===== src/rtl/irrigation_pkg.sv =====
// Shared encodings and constants for the irrigation scheduler.
package irrigation_pkg;

    typedef enum logic [2:0] {
        ST_IDLE     = 3'd0,
        ST_IRRIGATE = 3'd1,
        ST_PAUSE    = 3'd2,
        ST_REFILL   = 3'd3,
        ST_FAULT    = 3'd4
    } state_t;

    typedef enum logic {
        MODE_DRIP     = 1'b0,
        MODE_SPRINKLE = 1'b1
    } mode_t;

    // Largest legal value of each BCD digit of the mm:ss timer
    localparam logic [3:0] SEC_U_MAX = 4'd9;
    localparam logic [3:0] SEC_D_MAX = 4'd5;
    localparam logic [3:0] MIN_U_MAX = 4'd9;
    localparam logic [3:0] MIN_D_MAX = 4'd3;

    // Clean ticks required before leaving FAULT
    localparam int FAULT_CLEAR_TICKS = 3;

    // Converts a second count into packed BCD {min_d, min_u, sec_d, sec_u}.
    // Only ever called on parameters, so it folds away at elaboration.
    function automatic logic [15:0] sec_to_bcd(input int sec);
        int mins;
        int secs;
        mins = sec / 60;
        secs = sec % 60;
        return {4'(mins / 10), 4'(mins % 10), 4'(secs / 10), 4'(secs % 10)};
    endfunction

endpackage


===== src/rtl/bcd_down_timer.sv =====
// Loadable mm:ss BCD down counter; decrements on tick and holds at 00:00.
module bcd_down_timer
    import irrigation_pkg::*;
(
    input  logic        clk,
    input  logic        srst,
    input  logic        load,
    input  logic [15:0] load_value,
    input  logic        tick,
    output logic [15:0] value,
    output logic        zero
);

    localparam logic [15:0] DIGIT_MAX = {MIN_D_MAX, MIN_U_MAX, SEC_D_MAX, SEC_U_MAX};

    logic [15:0] value_q;
    logic [15:0] value_d;
    logic [15:0] dec_value;
    logic        zero_now;

    assign zero_now = (value_q == 16'h0000);

    // Each digit borrows when a decrement is pending and every lower digit is 0;
    // a borrowing digit at 0 wraps to its own maximum.
    for (genvar gi = 0; gi < 4; gi++) begin : g_digit
        localparam logic [15:0] LOWER_MASK = 16'((32'd1 << (gi * 4)) - 32'd1);
        logic [3:0] digit;
        logic       borrow_in;
        assign digit     = value_q[gi*4 +: 4];
        assign borrow_in = tick & ~zero_now & ((value_q & LOWER_MASK) == 16'h0000);
        assign dec_value[gi*4 +: 4] = !borrow_in       ? digit :
                                      (digit == 4'd0)  ? DIGIT_MAX[gi*4 +: 4] :
                                                         digit - 4'd1;
    end

    // Load has priority over decrement
    always_comb begin
        value_d = load ? load_value : dec_value;
    end

    // Timer register
    always_ff @(posedge clk) begin
        if (srst) begin
            value_q <= 16'h0000;
        end else begin
            value_q <= value_d;
        end
    end

    assign value = value_q;
    assign zero  = zero_now;

endmodule


===== src/rtl/irrigation_scheduler.sv =====
// Irrigation controller: chooses sprinkler or dripper, times the run and
// soak pause, refills the tank and locks out on inconsistent level probes.
module irrigation_scheduler
    import irrigation_pkg::*;
#(
    parameter int SPRINKLE_SEC = 120,
    parameter int DRIP_SEC     = 300,
    parameter int PAUSE_SEC    = 30
) (
    input  logic       clock,
    input  logic       reset,
    input  logic       tick,
    input  logic       low_water_level,
    input  logic       mid_water_level,
    input  logic       high_water_level,
    input  logic       earth_humidity,
    input  logic       air_humidity,
    input  logic       low_temperature,
    output logic       splinker_bomb,
    output logic       dripper_valvule,
    output logic       water_supply_valvule,
    output logic       alarm,
    output logic       busy,
    output logic [3:0] minutes_d,
    output logic [3:0] minutes_u,
    output logic [3:0] seconds_d,
    output logic [3:0] seconds_u,
    output logic [2:0] state
);

    localparam logic [15:0] SPRINKLE_BCD = sec_to_bcd(SPRINKLE_SEC);
    localparam logic [15:0] DRIP_BCD     = sec_to_bcd(DRIP_SEC);
    localparam logic [15:0] PAUSE_BCD    = sec_to_bcd(PAUSE_SEC);
    localparam logic [1:0]  FAULT_LAST   = 2'(FAULT_CLEAR_TICKS - 1);

    state_t      state_q, state_d;
    mode_t       mode_q, mode_d;
    logic [1:0]  fault_cnt_q, fault_cnt_d;
    logic        sprink_q, sprink_d;
    logic        drip_q, drip_d;
    logic        supply_q, supply_d;
    logic        alarm_q, alarm_d;
    logic        busy_q, busy_d;

    logic        conflict;
    logic        tmr_load;
    logic [15:0] tmr_load_value;
    logic        tmr_tick;
    logic [15:0] tmr_value;
    logic        tmr_zero;

    assign conflict = (high_water_level & ~mid_water_level) |
                      (mid_water_level & ~low_water_level);

    bcd_down_timer u_timer (
        .clk        (clock),
        .srst       (reset),
        .load       (tmr_load),
        .load_value (tmr_load_value),
        .tick       (tmr_tick),
        .value      (tmr_value),
        .zero       (tmr_zero)
    );

    // Next state, mode latch, fault counter and timer control
    always_comb begin
        state_d        = state_q;
        mode_d         = mode_q;
        fault_cnt_d    = fault_cnt_q;
        tmr_load       = 1'b0;
        tmr_load_value = 16'h0000;
        tmr_tick       = 1'b0;

        if (state_q == ST_FAULT) begin
            // Only a run of clean ticks gets us out; any conflict restarts it
            if (conflict) begin
                fault_cnt_d = 2'd0;
            end else if (tick) begin
                if (fault_cnt_q == FAULT_LAST) begin
                    state_d     = ST_IDLE;
                    fault_cnt_d = 2'd0;
                end else begin
                    fault_cnt_d = fault_cnt_q + 2'd1;
                end
            end
        end else if (conflict) begin
            state_d     = ST_FAULT;
            fault_cnt_d = 2'd0;
            tmr_load    = 1'b1;
        end else if (!low_water_level && state_q != ST_REFILL) begin
            state_d  = ST_REFILL;
            tmr_load = 1'b1;
        end else begin
            case (state_q)
                ST_IDLE: begin
                    if (!earth_humidity) begin
                        state_d  = ST_IRRIGATE;
                        tmr_load = 1'b1;
                        if (~air_humidity & ~low_temperature & mid_water_level) begin
                            mode_d         = MODE_SPRINKLE;
                            tmr_load_value = SPRINKLE_BCD;
                        end else begin
                            mode_d         = MODE_DRIP;
                            tmr_load_value = DRIP_BCD;
                        end
                    end
                end
                ST_IRRIGATE: begin
                    if (earth_humidity || (tick && tmr_zero)) begin
                        state_d        = ST_PAUSE;
                        tmr_load       = 1'b1;
                        tmr_load_value = PAUSE_BCD;
                    end else begin
                        tmr_tick = tick;
                    end
                end
                ST_PAUSE: begin
                    if (tick && tmr_zero) begin
                        state_d  = ST_IDLE;
                        tmr_load = 1'b1;
                    end else begin
                        tmr_tick = tick;
                    end
                end
                ST_REFILL: begin
                    if (high_water_level) begin
                        state_d = ST_IDLE;
                    end
                end
                default: begin
                    state_d  = ST_IDLE;
                    tmr_load = 1'b1;
                end
            endcase
        end
    end

    // Output values decoded from the upcoming state so they register with it
    always_comb begin
        sprink_d = (state_d == ST_IRRIGATE) && (mode_d == MODE_SPRINKLE);
        drip_d   = (state_d == ST_IRRIGATE) && (mode_d == MODE_DRIP);
        supply_d = (state_d == ST_REFILL);
        alarm_d  = (state_d == ST_FAULT) || !mid_water_level;
        busy_d   = (state_d == ST_IRRIGATE) || (state_d == ST_PAUSE) ||
                   (state_d == ST_REFILL);
    end

    // State and registered outputs
    always_ff @(posedge clock) begin
        if (reset) begin
            state_q     <= ST_IDLE;
            mode_q      <= MODE_DRIP;
            fault_cnt_q <= 2'd0;
            sprink_q    <= 1'b0;
            drip_q      <= 1'b0;
            supply_q    <= 1'b0;
            alarm_q     <= 1'b0;
            busy_q      <= 1'b0;
        end else begin
            state_q     <= state_d;
            mode_q      <= mode_d;
            fault_cnt_q <= fault_cnt_d;
            sprink_q    <= sprink_d;
            drip_q      <= drip_d;
            supply_q    <= supply_d;
            alarm_q     <= alarm_d;
            busy_q      <= busy_d;
        end
    end

    assign splinker_bomb        = sprink_q;
    assign dripper_valvule      = drip_q;
    assign water_supply_valvule = supply_q;
    assign alarm                = alarm_q;
    assign busy                 = busy_q;
    assign state                = state_q;
    assign {minutes_d, minutes_u, seconds_d, seconds_u} = tmr_value;

endmodule


===== config.mk =====
export PLATFORM = sky130hd
export DESIGN_NAME = irrigation_scheduler
export DESIGN_NICKNAME = d
export VERILOG_FILES = /design/src/rtl/irrigation_pkg.sv /design/src/rtl/bcd_down_timer.sv /design/src/rtl/irrigation_scheduler.sv
export SDC_FILE = /design/constraint.sdc
export NUM_CORES = 1
export LEC_CHECK = 0
export ABC_AREA = 1
export CAP_MARGIN = 30
export CORE_UTILIZATION = 35
export DETAILED_ROUTE_END_ITERATION = 12
export HOLD_SLACK_MARGIN = 0.1
export MAX_ROUTING_LAYER = met4
export PLACE_DENSITY_LB_ADDON = 0.2
export SLEW_MARGIN = 40
export SYNTH_ARGS = -nofsm -noshare
export SYNTH_HDL_FRONTEND = slang
export SYNTH_HIERARCHICAL = 1
export SYNTH_SLANG_ARGS = --single-unit

===== constraint.sdc =====
create_clock -name clock -period 5.9 [get_ports clock]
set_input_delay 0.885 -clock clock [delete_from_list [all_inputs] [get_ports clock]]
set_output_delay 0.885 -clock clock [all_outputs]
set_load 0.05 [all_outputs]

==> results.cfg <==
[global_routing]
grt_pass1_wl_um = 6437
grt_max_degree = 31
top_usage_layer = met1
antenna_found_initial = 0
grt_pass1_vias = 1471
overflow = 0
gr-usage-all-layers_pct = 16.08
use_met1_pct = 23.43
grtUsageMet3_pct = 2.110
gr-usage-met2_pct = 23.17

[placement]
gp_congestion = 0.8412
dp_hpwl_um = 2787
numPortBuffers = 32

[outcome]
status = finished, final reports clean

[clocking]
postCtsSetupBuffers = 0
insertion_delay_ps = 280
cts_root_buffer = clkbuf_8
ctsHoldBuffers = 0
path_clk_slew_ps = 100
cts_buffer_depth = 2
cts_sinks = 27
cts_resized = 0
cts_tree = yes
numCtsBuffers = 3
h-tree-depth = 1

[logic_synthesis]
synth-seq-cells = 27
synth_cell_types = 32
ys_seq_area_share_pct = 31.98
syn-cell-area_mm2 = 0.001690
syn_inst = 258
syn_avg_cell_area_um2 = 6.552
yosysWarnings = 6

[sta]
post-route-min-period_ps = 2887
final-max-slew-violation-count = 0
hold_violations = 0
tightest_slew_ps = 634.7
slew_headroom_pct = 57.53
holdWs_ps = 487.4
fin_skew_ps = 4.273
finalSetupViolCount = 0
setup-tns-final_ps = 0
finalCritPeriodShare_pct = 48.93
fmax_ghz = 0.3464
rsz0062_at_grt = false

[worst_setup_path]
cp_max_fo = 30
cpPeakStageDelay_ps = 380
rr_worst_depth = 15
arrival_ps = 3040
crit_top_cell = nand2_1
crit_start = u_timer/value[12]
crit_chain = inv_1 > ha_1 > nand2_2 > nor4_1 > nand2_1 > nand2_1 > nand3_1 > o211a_1 > a21oi_1 > buf_4 > inv_2 > o21ai_0 > nand2_1 > o21ai_1 > nor2_1
rr_startpoint = u_timer/value[12]
cp_slowest_cell = nor4_1
path_class = flop to flop
required_ps = 6050
worst_setup_path_start_kind = flop
critPathCaptureType = flop

[die]
initial_core_util_pct = 37.53
io_pins = 33
die_w_um = 71.50
rows = 24
die-area_mm2 = 0.005112
die_y_um = 71.50
core-area_mm2 = 0.004504

[flow_run]
maxCapViolations = 0

[layout]
final_common_cell = nand2_1
area_delta_synth_final_pct = 26.35
final_core_util_pct = 47.42
final_cell_mix = nand2_1 (65), nor2_1 (33), clkdlybuf4s50_1 (32)
drive_gt1_share_pct = 9.030
register_area_um2 = 540.5
antennaDiodeCount = 0
nNetsFinal = 310
multi_input_area_mm2 = 0.001060
fillCellCount = 465

[drt]
ant_nets = 0
drt-initial-drc-count = 146
first_pass_iters = 4
route.vias.total = 1695
drc_errors = 0
wl_per_cell_um = 10.71
via_per_inst = 4.829
drt_wl_total_um = 3759

[power_and_ir_drop]
power_density_mw_per_mm2 = 292.5
vdd_drop_max_mv = 0.1265
leakagePower_nw = 0.9549

[min_path]
hold_path_depth = 2
hold_class = flop to flop
hold_start = fault_cnt_q[1]
==> sequential cells by signal, summed over array words and instances (netlist names) <==
register and count:
u_timer/value 16, state 3, fault_cnt_q 2, alarm 1, busy 1, dripper_valvule 1, mode_q 1, splinker_bomb 1
water_supply_valvule 1
==> cell families after synthesis <==
logic type      share of synthesized area [%]
buf+inv                                 7.549
fa+ha+maj                              0.7401
xor+xnor                               0.5182
flops                                   31.98
other cells                            0.2218
simple gates                            44.63
compound gates                          14.36
==> power by group <==
group          switching, mW  internal (mW)  leakage [nW]
combinational          0.190         0.0950         0.710
sequential            0.0239          0.203         0.223
clock                 0.0640         0.0480        0.0217
total                  0.278          0.346         0.955
==> metrics by stage <==
step	instance area (um^2)	std cells	setup WS [ps]	total power, mW
floorplan	1728	268	3229	0.4456
global placement	2087	347	2569	0.5157
detailed placement	2087	347	2732	0.5159
CTS	2136	351	3033	0.6301
global route	2136	351	2683	0.6677
finish	2136	351	3013	0.6247
==> critical path: cells and delay by family (launching register included) <==
| kind | cells | cell delay (ps) |
|---|---|---|
| AOI/OAI and AO/OA | 4 | 580 |
| DFF | 1 | 350 |
| and+or+nand+nor | 7 | 1010 |
| adders and majority gates | 1 | 210 |
| buffers and inverters | 3 | 610 |
==> routing by layer <==
layer  routed length (um)  vias up  share of wire, %
li1                     -      911                 -
met1                 2010      759                53
met2                 1586       23                42
met3                  139        2               3.7
met4                   23        0              0.61
met5                    0        -                 0
==> worst paths after layout <==
path                       to  slack, ps
min reg2reg    fault_cnt_q[1]        490
max          u_timer/value[1]       3010
max reg2reg  u_timer/value[1]       3010
min            fault_cnt_q[1]        490
==> cells in the mapped netlist, drive strengths merged <==
| master | n | area share [%] |
|---|---|---|
| a21oi | 22 | 6.5 |
| a31oi | 1 | 0.37 |
| buf | 1 | 0.30 |
| clkbuf | 5 | 1.7 |
| clkinv | 1 | 0.22 |
| conb | 1 | 0.22 |
| dfxtp | 27 | 32 |
| ha | 1 | 0.74 |
| inv | 24 | 5.3 |
| nand2 | 74 | 19 |
| nand3 | 23 | 7.8 |
| nand3b | 2 | 0.89 |
| nand4 | 8 | 3.8 |
| nor2 | 41 | 11 |
| nor3 | 3 | 0.89 |
| nor3b | 1 | 0.44 |
| nor4 | 1 | 0.37 |
| o211a | 1 | 0.59 |
| o21a | 1 | 0.44 |
| o21ai | 18 | 6.0 |
| o31ai | 1 | 0.44 |
| xnor2 | 1 | 0.52 |
==> area by class of cell <==
class | instances | area share [%]
inverters | 25 | 4.394
repair buffers | 33 | 15.35
multi-input cells | 210 | 49.62
flip-flops and latches | 27 | 25.31
clock inverters | 1 | 0.3515
well taps | 52 | 3.046
clock buffers | 3 | 1.933
Power figures use the tool's default switching activity.
==> RTL edit, RTL diff (config.mk and constraints unchanged) <==
Make the reset (`reset` and `srst`) asynchronous in 2 clocked blocks.
--- a/src/rtl/bcd_down_timer.sv
+++ b/src/rtl/bcd_down_timer.sv
@@ -40,5 +40,5 @@
 
     // Timer register
-    always_ff @(posedge clk) begin
+    always_ff @(posedge clk or posedge srst) begin
         if (srst) begin
             value_q <= 16'h0000;
--- a/src/rtl/irrigation_scheduler.sv
+++ b/src/rtl/irrigation_scheduler.sv
@@ -147,5 +147,5 @@
 
     // State and registered outputs
-    always_ff @(posedge clock) begin
+    always_ff @(posedge clock or posedge reset) begin
         if (reset) begin
             state_q     <= ST_IDLE;
Formal check against the unedited RTL: differs if reset is asserted again (counterexample within 4 cycles, from zero or initial values and one cycle with reset high); with reset held inactive, the same outputs for 10 cycles.
==> RTL edit against the unedited design <==
- clock skew increased by 0.0012 ns
- area after synthesis grew 4.1%
- sequential cell count is the same
- worst setup slack lost 0.16 ns
- design area grew 4.7%
- non-clock buffer count stayed put
- routed wire length increased by 0.69%
- count of clock-buffer cells in the layout unchanged
- highest routed layer unchanged
Power is not compared: it rests on default switching activity, and its combinational part moved more than twofold at a synthesized area within 25%.
==> RTL edit: results (changes against the unedited design) <==
- Status: completed
- Initial drt markers: 99 (-32%)
- Distinct cell type count after synthesis: 30 (-6.3%)
- Largest stage delay, worst path: 0.42 ns (+0.04 ns)
- Relative slew slack: 0.576 (about the same)
- Hold crit path type: reg2reg
- Area leader, netlist: dfrtp_1
- Pleak: 1.10 nW
- GP Congestion: 0.875 (+4.0%)
- First-pass GRT wire length: 6.85 mm (+6.4%)
- Clock buffer depth: 2 (unchanged)
- Final nets: 308 (-0.65%)
- CP max FO: 26 (-13%)
- Maximum vdd drop: 0.000388 V
- Final setup fails: 0 (unchanged)
- Reg clk slew, reported paths: 0.10 ns (about the same)
- H-tree depth: 1 (unchanged)
- GRT Resource Usage Total: 0.170 (+0.00932)
- Initial antenna violation count: 0 (unchanged)
- Ant diodes: 0 (unchanged)
- CP delay by family, top: simple AND/OR/NAND/NOR gates
- Post-synth ARST share: 1.00 (+1.00)
- Crit-path slowest cell: dfrtp_1
- Worst-Skew Late Latency: 0.28 ns (about the same)
- Register area share after synthesis: 0.384 (+0.0643)
- Yosys warnings: 6 (unchanged)
- Ys flop type: dfrtp_1
- Share of cells above drive strength 1: 0.111 (+0.0208)
- Largest net degree at the start of global routing: 27 (-13%)
- DPL Wire Length: 2.86 mm (+2.6%)
- Worst clock skew: 0.00550 ns (+0.00123 ns)
- Detailed-router iteration count before antenna repair: 4 (unchanged)
- Total CTS buffers: 3 (unchanged)
- Vias: 1650 (-2.7%)
- Vias in the first global route: 1506 (+2.4%)
- Routed WL: 3.79 mm (+0.69%)
- Commonest cells post-synth: nand2_1, inv_1, nand3_1, dfrtp_1, nor2_1
- Post-CTS setup buffer count: 0 (unchanged)
- Post-cts sizing count: 0 (unchanged)
- Layout fillers: 470 (+1.1%)
- I/O Buffers: 32 (unchanged)
- CP arrival: 3.22 ns (+0.18 ns)
- Top area cells in the synthesized netlist: dfrtp_1, nand2_1, nand3_1
- Root Driver: clkbuf_8
- Max FFs per register: 16 (unchanged)
-- RTL edit: worst reg2reg max path: stages, from the launching register on --
cell,delay (ns)
dfrtp_1,0.42
inv_1,0.11
ha_1,0.20
nand2_1,0.15
nor4_1,0.42
nand2_1,0.17
nand2_1,0.11
nand3_1,0.12
o21ai_0,0.11
nor3_1,0.06
nor2_1,0.10
buf_4,0.25
inv_2,0.25
or2_2,0.34
nand3_1,0.08
nand2_1,0.05
-- RTL edit: metrics by stage --
step	cells	hold WS [ns]	total power, mW	worst slack (ns)	cell area [um2]
after floorplan	264	0.479	0.773	3.22	1800
after global placement	360	0.501	0.948	2.69	2190
after detailed placement	360	0.504	0.946	2.71	2190
after CTS	364	0.529	1.06	2.85	2240
after global routing	364	0.576	1.15	2.48	2240
final	364	0.525	1.05	2.86	2240
-- RTL edit: path summary, 6_finish.rpt --
| check | depth (start not counted) | to | slack (ns) | from |
|---|---|---|---|---|
| worst max-delay path | 15 | u_timer/value[3] | 2.86 | u_timer/value[12] |
| worst min-delay path | 2 | mode_q | 0.52 | mode_q |
| worst max register to register | 15 | u_timer/value[3] | 2.86 | u_timer/value[12] |
| worst min register to register | 2 | mode_q | 0.52 | mode_q |
| max in group asynchronous | 2 | u_timer/value[5] | 4.48 | reset |
| min in group asynchronous | 2 | dripper_valvule | 0.92 | reset |
-- RTL edit: final cells by class --
type                       instances  area (um2)  share of cell area
multi-input combinational        201         982               0.439
sequential                        27         676               0.302
clock buffer                       3        41.3              0.0185
tap                               67        83.8              0.0375
inverter                          32         120              0.0537
timing repair buffer              33         328               0.147
clock inverter                     1        5.00             0.00224
-- RTL edit: metal layers --
metal  vias to the layer above  global-route usage  share of wire
met3                         4              0.0276          0.056
met2                        45               0.254           0.44
li1                        888                   -              -
met1                       713               0.234           0.49
met5                         -                   -              0
met4                         0              0.0588         0.0090
-- RTL edit: cell families after synthesis --
group / synth area share
flops: 0.384
fa+ha+maj: 0.00711
xor+xnor: 0.00498
other cells: 0.00213
simple gates: 0.424
compound gates: 0.0989
buf+inv: 0.0789
-- RTL edit: power breakdown --
part / internal [mW] / leakage [nW] / switching, mW
Combinational: 0.213 / 0.726 / 0.409
Clock: 0.0474 / 0.0255 / 0.0607
Sequential: 0.241 / 0.344 / 0.0781
